--- config.mk ---
export PLATFORM = sky130hd
export DESIGN_NAME = sense_trace_ctrl
export DESIGN_NICKNAME = d
export VERILOG_FILES = /design/src/rtl/sense_trace_ctrl.sv
export SDC_FILE = /design/constraint.sdc
export NUM_CORES = 2
export LEC_CHECK = 0
export BUFFER_PORTS_ARGS = -buffer_cell sky130_fd_sc_hd__buf_2
export CAP_MARGIN = 20
export CORE_MARGIN = 2
export CORE_UTILIZATION = 35
export DETAILED_ROUTE_END_ITERATION = 7
export GPL_ROUTABILITY_DRIVEN = 0
export MAX_ROUTING_LAYER = met4
export SETUP_SLACK_MARGIN = 0.1
export SYNTH_ARGS = -nofsm -noshare
export SYNTH_HDL_FRONTEND = slang
export SYNTH_SLANG_ARGS = --single-unit
--- constraint.sdc ---
create_clock -name clkin -period 6.3 [get_ports clkin]
set_input_delay 0.945 -clock clkin [delete_from_list [all_inputs] [get_ports clkin]]
set_output_delay 0.945 -clock clkin [all_outputs]
set_load 0.01 [all_outputs]
--- src/rtl/sense_trace_ctrl.sv ---
// Capture sequencer for one delay-line sensor: settle, record popcounts of N
// consecutive readings into a trace buffer, then stream them out valid/ready.
module sense_trace_ctrl #(
  parameter int LINELEN = 64,
  parameter int DEPTH   = 256,
  parameter int SETTLE  = 4,
  localparam int PW     = $clog2(LINELEN + 1),
  localparam int AW     = $clog2(DEPTH)
) (
  input  logic               clkin,
  input  logic               rstin,
  input  logic               trig_in,
  input  logic [AW-1:0]      nsamp,
  input  logic [LINELEN-1:0] sensor_val,
  output logic               sensor_ena,
  output logic               busy,
  output logic               rd_valid,
  input  logic               rd_ready,
  output logic [PW-1:0]      rd_data,
  output logic               rd_last,
  output logic               cal_low,
  output logic               cal_high
);

  localparam int SW = $clog2(SETTLE + 1);
  localparam logic [AW:0] DEPTH_W = (AW+1)'(DEPTH);

  typedef enum logic [1:0] {S_IDLE, S_SETTLE, S_CAPTURE, S_READOUT} state_t;

  state_t          state_q, state_d;
  logic            ena_q, ena_d;
  logic [AW:0]     n_q, n_d;
  logic [SW-1:0]   set_cnt_q, set_cnt_d;
  logic [AW:0]     cap_cnt_q, cap_cnt_d;
  logic [PW-1:0]   pc_q, pc_d;
  logic            wr_en_q, wr_en_d;
  logic [AW-1:0]   wr_addr_q, wr_addr_d;
  logic [AW:0]     fetch_q, fetch_d;
  logic            rd_valid_q, rd_valid_d;
  logic            rd_last_q, rd_last_d;
  logic [PW-1:0]   rd_data_q;
  logic            rd_load;
  logic            cal_low_q, cal_low_d;
  logic            cal_high_q, cal_high_d;
  logic [PW-1:0]   pc_now;

  logic [PW-1:0]   mem [DEPTH];

  function automatic logic [PW-1:0] popcnt(input logic [LINELEN-1:0] v);
    logic [PW-1:0] c;
    c = '0;
    for (int i = 0; i < LINELEN; i++) c = c + PW'(v[i]);
    return c;
  endfunction

  always_comb pc_now = popcnt(sensor_val);

  always_comb begin
    state_d    = state_q;
    ena_d      = ena_q;
    n_d        = n_q;
    set_cnt_d  = set_cnt_q;
    cap_cnt_d  = cap_cnt_q;
    pc_d       = pc_q;
    wr_en_d    = 1'b0;
    wr_addr_d  = wr_addr_q;
    fetch_d    = fetch_q;
    rd_valid_d = rd_valid_q;
    rd_last_d  = rd_last_q;
    rd_load    = 1'b0;
    cal_low_d  = cal_low_q;
    cal_high_d = cal_high_q;
    case (state_q)
      S_IDLE: begin
        if (trig_in) begin
          state_d    = S_SETTLE;
          ena_d      = 1'b1;
          n_d        = (nsamp == '0) ? DEPTH_W : {1'b0, nsamp};
          set_cnt_d  = '0;
          cap_cnt_d  = '0;
          cal_low_d  = 1'b0;
          cal_high_d = 1'b0;
        end
      end
      S_SETTLE: begin
        set_cnt_d = set_cnt_q + 1'b1;
        if (set_cnt_q == SW'(SETTLE - 1)) state_d = S_CAPTURE;
      end
      S_CAPTURE: begin
        if (cap_cnt_q != n_q) begin
          pc_d      = pc_now;
          wr_en_d   = 1'b1;
          wr_addr_d = cap_cnt_q[AW-1:0];
          cap_cnt_d = cap_cnt_q + 1'b1;
          if (pc_now == '0) cal_low_d = 1'b1;
          if (pc_now == PW'(LINELEN)) cal_high_d = 1'b1;
          if (cap_cnt_q == n_q - 1'b1) ena_d = 1'b0;
        end else begin
          // Drain cycle: the last popcount is written at this edge.
          state_d    = S_READOUT;
          fetch_d    = '0;
          rd_valid_d = 1'b0;
          rd_last_d  = 1'b0;
        end
      end
      S_READOUT: begin
        // The output register doubles as the buffer read register; it only
        // advances when empty or when the current word is accepted.
        if (!rd_valid_q || rd_ready) begin
          if (fetch_q != n_q) begin
            rd_load    = 1'b1;
            rd_valid_d = 1'b1;
            rd_last_d  = (fetch_q == n_q - 1'b1);
            fetch_d    = fetch_q + 1'b1;
          end else begin
            rd_valid_d = 1'b0;
            rd_last_d  = 1'b0;
            state_d    = S_IDLE;
          end
        end
      end
      default: state_d = S_IDLE;
    endcase
  end

  always_ff @(posedge clkin) begin
    if (rstin) begin
      state_q    <= S_IDLE;
      ena_q      <= 1'b0;
      n_q        <= '0;
      set_cnt_q  <= '0;
      cap_cnt_q  <= '0;
      pc_q       <= '0;
      wr_en_q    <= 1'b0;
      wr_addr_q  <= '0;
      fetch_q    <= '0;
      rd_valid_q <= 1'b0;
      rd_last_q  <= 1'b0;
      rd_data_q  <= '0;
      cal_low_q  <= 1'b0;
      cal_high_q <= 1'b0;
    end else begin
      state_q    <= state_d;
      ena_q      <= ena_d;
      n_q        <= n_d;
      set_cnt_q  <= set_cnt_d;
      cap_cnt_q  <= cap_cnt_d;
      pc_q       <= pc_d;
      wr_en_q    <= wr_en_d;
      wr_addr_q  <= wr_addr_d;
      fetch_q    <= fetch_d;
      rd_valid_q <= rd_valid_d;
      rd_last_q  <= rd_last_d;
      cal_low_q  <= cal_low_d;
      cal_high_q <= cal_high_d;
      if (rd_load) rd_data_q <= mem[fetch_q[AW-1:0]];
    end
  end

  always_ff @(posedge clkin) begin
    if (wr_en_q) mem[wr_addr_q] <= pc_q;
  end

  assign sensor_ena = ena_q;
  assign busy       = (state_q != S_IDLE);
  assign rd_valid   = rd_valid_q;
  assign rd_data    = rd_data_q;
  assign rd_last    = rd_last_q;
  assign cal_low    = cal_low_q;
  assign cal_high   = cal_high_q;

endmodule

==> results.txt <==
Initial Util -> 35.3%
Worst-margin pin slew -> 1.23 ns
Reg2Reg Depth -> 8
Worst slew margin -> 17.8%
Die H -> 466 µm
Setup crit start -> sensor_val[17]
Slew Limit Fails -> 0
Min Tclk post-route -> 6.14 ns
Clk buf depth -> 3
Vias in the first global route -> 38500
Outcome -> completed
Area growth from synthesis to layout -> 13.0%
Max_cap viols -> 0
Clock latency on the worst-skew pair -> 0.82 ns
CP Capture Type -> register
# setup viols final -> 0
Number of port buffers -> 88
DP Area -> 78500 µm²
Hold-fix buffers, CTS -> 0
CORE AREA -> 212000 µm²
Synth Instances -> 3927
Post-Route WL -> 187000 µm
Setup tns final -> 0 ns
Row cnt -> 169
Hold Violations, Final -> 0
Sequential element share of the synthesized area -> 73.5%
Syn Nets -> 4081
Peak supply drop -> 1.48 mV
# IOs -> 89
Share of layout cells above drive strength 1 -> 20.9%
Grt ovf -> 0
Final Skew -> 0.0265 ns
Async set or reset register ratio after synthesis -> 0%
Remaining DRCs -> 0
Via count -> 38000
Number of enable flip-flop cells after synthesis -> 1792
Critical path class -> in2reg
First-pass GRT wire length -> 272000 µm
Die area -> 218000 µm²
Pre-CTS setup slack -> -0.667 ns
Synth Cell Area -> 74800 µm²
Reg2reg end -> rd_data[0]
Largest fanout on the critical path -> 2
Yosys reg bits -> 1852
HPWL Detailed -> 113000 µm
Hold crit path type -> in2reg
Worst EP required -> 7.03 ns
Pin count of the biggest net entering global routing -> 217
Peak Freq -> 163 MHz
Initial antenna violation count -> 7
R2R setup slack -> 2.07 ns
TritonCTS clock tree -> yes
Vias per inst -> 5.40
DR iter-0 viols -> 4166
Total CTS buffers -> 186
Worst EP arrival -> 6.86 ns
CP Launch Type -> input pin
Clk root buf -> clkbuf_16
CP endpoint -> cal_high
Static Leakage -> 26.2 nW
Average size of a mapped cell -> 19.1 µm²
R2R Path Start -> fetch_q[0]
PnR worst setup slack -> 0.165 ns
Final Cycle Share -> 97.4%
GRT Overall Usage -> 17.5%
Design Area, Final -> 84500 µm²
Syn. warnings -> 0
# clock sinks -> 1852
Distinct cells, synth -> 69
# H-tree levels -> 4
First-pass DRT Iterations -> 5
Post-Route Hold Slack -> 0.392 ns
Synth Flop Type -> edfxtp_1
Wire per inst -> 26.5 µm
Die X -> 466 µm
RSZ-0062 raised after global routing -> yes
Clk slew on worst S/H paths -> 0.06 ns
DRT antenna net count -> 0
Power per cell area -> 363 nW/µm²
Layout Nets -> 4212
-- synthesized netlist by cell type (39+ instances only) --
library cell  number  share of area, %
edfxtp_1        1792                72
mux4_2           385                12
nor2_1           356               1.8
mux2i_1          229               3.1
inv_1            120              0.60
clkbuf_1         109              0.55
nand2_1          102              0.51
a21oi_1           70              0.47
dfxtp_1           60               1.6
fa_1              54               1.4
buf_2             46              0.31
a221oi_1          40              0.47
buf_6             39              0.59
nand3_1           39              0.26
-- timing repair --
item / CTS / global route
buffers inserted: 0 / 1
resized for setup: 0 / 2
endpoints found under the setup margin: 0 / 2
endpoints found under the hold margin: 0 / 0
-- critical path, cell delays in order --
cell and delay (ns):
buf_2 0.11, fa_1 0.54, inv_1 0.05, fa_1 0.49, inv_1 0.06, fa_1 0.47, inv_1 0.05, fa_1 0.47
fa_1 0.50, fa_1 0.53, fa_1 0.43, fa_1 0.46, inv_1 0.08, ha_2 0.18, inv_2 0.04, fa_2 0.52
or4b_4 0.47, nor3b_4 0.24, nand3b_1 0.10, a21oi_1 0.12
-- metal layers --
metal  up-vias  part of all wire (%)  GRT usage, %
met5         -                     0             -
met4         0                   2.5          4.54
met3       264                   6.8          2.90
met2      1339                    48          27.7
met1     20400                    42          23.6
li1      16000                     -             -
-- flip-flops by register name, indices dropped and copies added (netlist names) --
signal / count
set_cnt_q: 3
rd_valid: 1
rd_last: 1
cap_cnt_q: 9
cal_high: 1
fetch_q: 9
pc_q: 7
rd_data: 7
wr_en_q: 1
cal_low: 1
n_q: 9
state_q: 2
sensor_ena: 1
wr_addr_q: 8
mem: 1792
-- worst min path at each step --
stage / to / slack, ns / from / cells past startpoint
2_1_floorplan: set_cnt_q[2] / 0.45 / set_cnt_q[2] / 2
3_3_place_gp: cal_high / 0.44 / cal_high / 2
3_5_place_dp: cal_high / 0.45 / cal_high / 2
4_1_cts: n_q[4] / 0.34 / nsamp[4] / 3
5_1_grt: n_q[4] / 0.37 / nsamp[4] / 3
6_report: n_q[4] / 0.39 / nsamp[4] / 3
-- report_power, final --
part	total, W	switching [W]	leakage, nW	internal (W)
Sequential	0.0143	0.000226	17.1	0.0141
Clock	0.0109	0.00466	2.93	0.00624
Combinational	0.00547	0.00279	6.19	0.00268
Total	0.0307	0.00768	26.2	0.0230
-- through the flow --
stage	instances	utilization, %	power [W]
floorplan	3927	-	0.0179
global placement	6686	37.0	0.0197
detailed placement	6690	37.0	0.0198
CTS	7034	39.8	0.0306
global route	7036	39.8	0.0321
finish	7040	39.8	0.0307
-- cells by family (layout without fill, tap and decap cells) --
| kind of cell | Yosys count | count (layout) | synth area share, % |
|---|---|---|---|
| DFF | 1852 | 1852 | 73.5 |
| other | 0 | 5 | 0 |
| and+or+nand+nor | 625 | 625 | 3.64 |
| AOI/OAI and AO/OA | 344 | 344 | 3.27 |
| buffers and inverters | 358 | 645 | 2.40 |
| muxes | 625 | 625 | 14.8 |
| xor gates and xnor gates | 45 | 45 | 0.527 |
| adders and majority gates | 78 | 78 | 1.85 |
-- area by class of cell --
cell class	instances	area [µm²]
Clock buffer	246	5030
Antenna cell	5	12.5
Timing Repair Buffer	181	1390
Clock inverter	98	958
Multi-Input combinational cell	1717	18100
Fill cell	18900	128000
Sequential cell	1852	55100
Inverter	120	453
Tap cell	2821	3530
-- placed cells by master, fill, tap and decap left out, drive strengths merged, types with 13 or more instances in the layout --
cell / count
edfxtp: 1792
mux4: 385
nor2: 356
clkbuf: 246
mux2i: 229
buf: 181
inv: 128
nand2: 102
clkinv: 72
a21oi: 70
dfxtp: 60
fa: 54
a221oi: 40
nand3: 39
o21ai: 39
xnor2: 32
o22ai: 30
nor3: 25
a22oi: 25
ha: 24
nand4: 22
a221o: 21
a211oi: 18
o31ai: 18
nor2b: 17
o211ai: 15
bufinv: 15
nand2b: 14
xor2: 13
(Power assumes the default switching activity.)
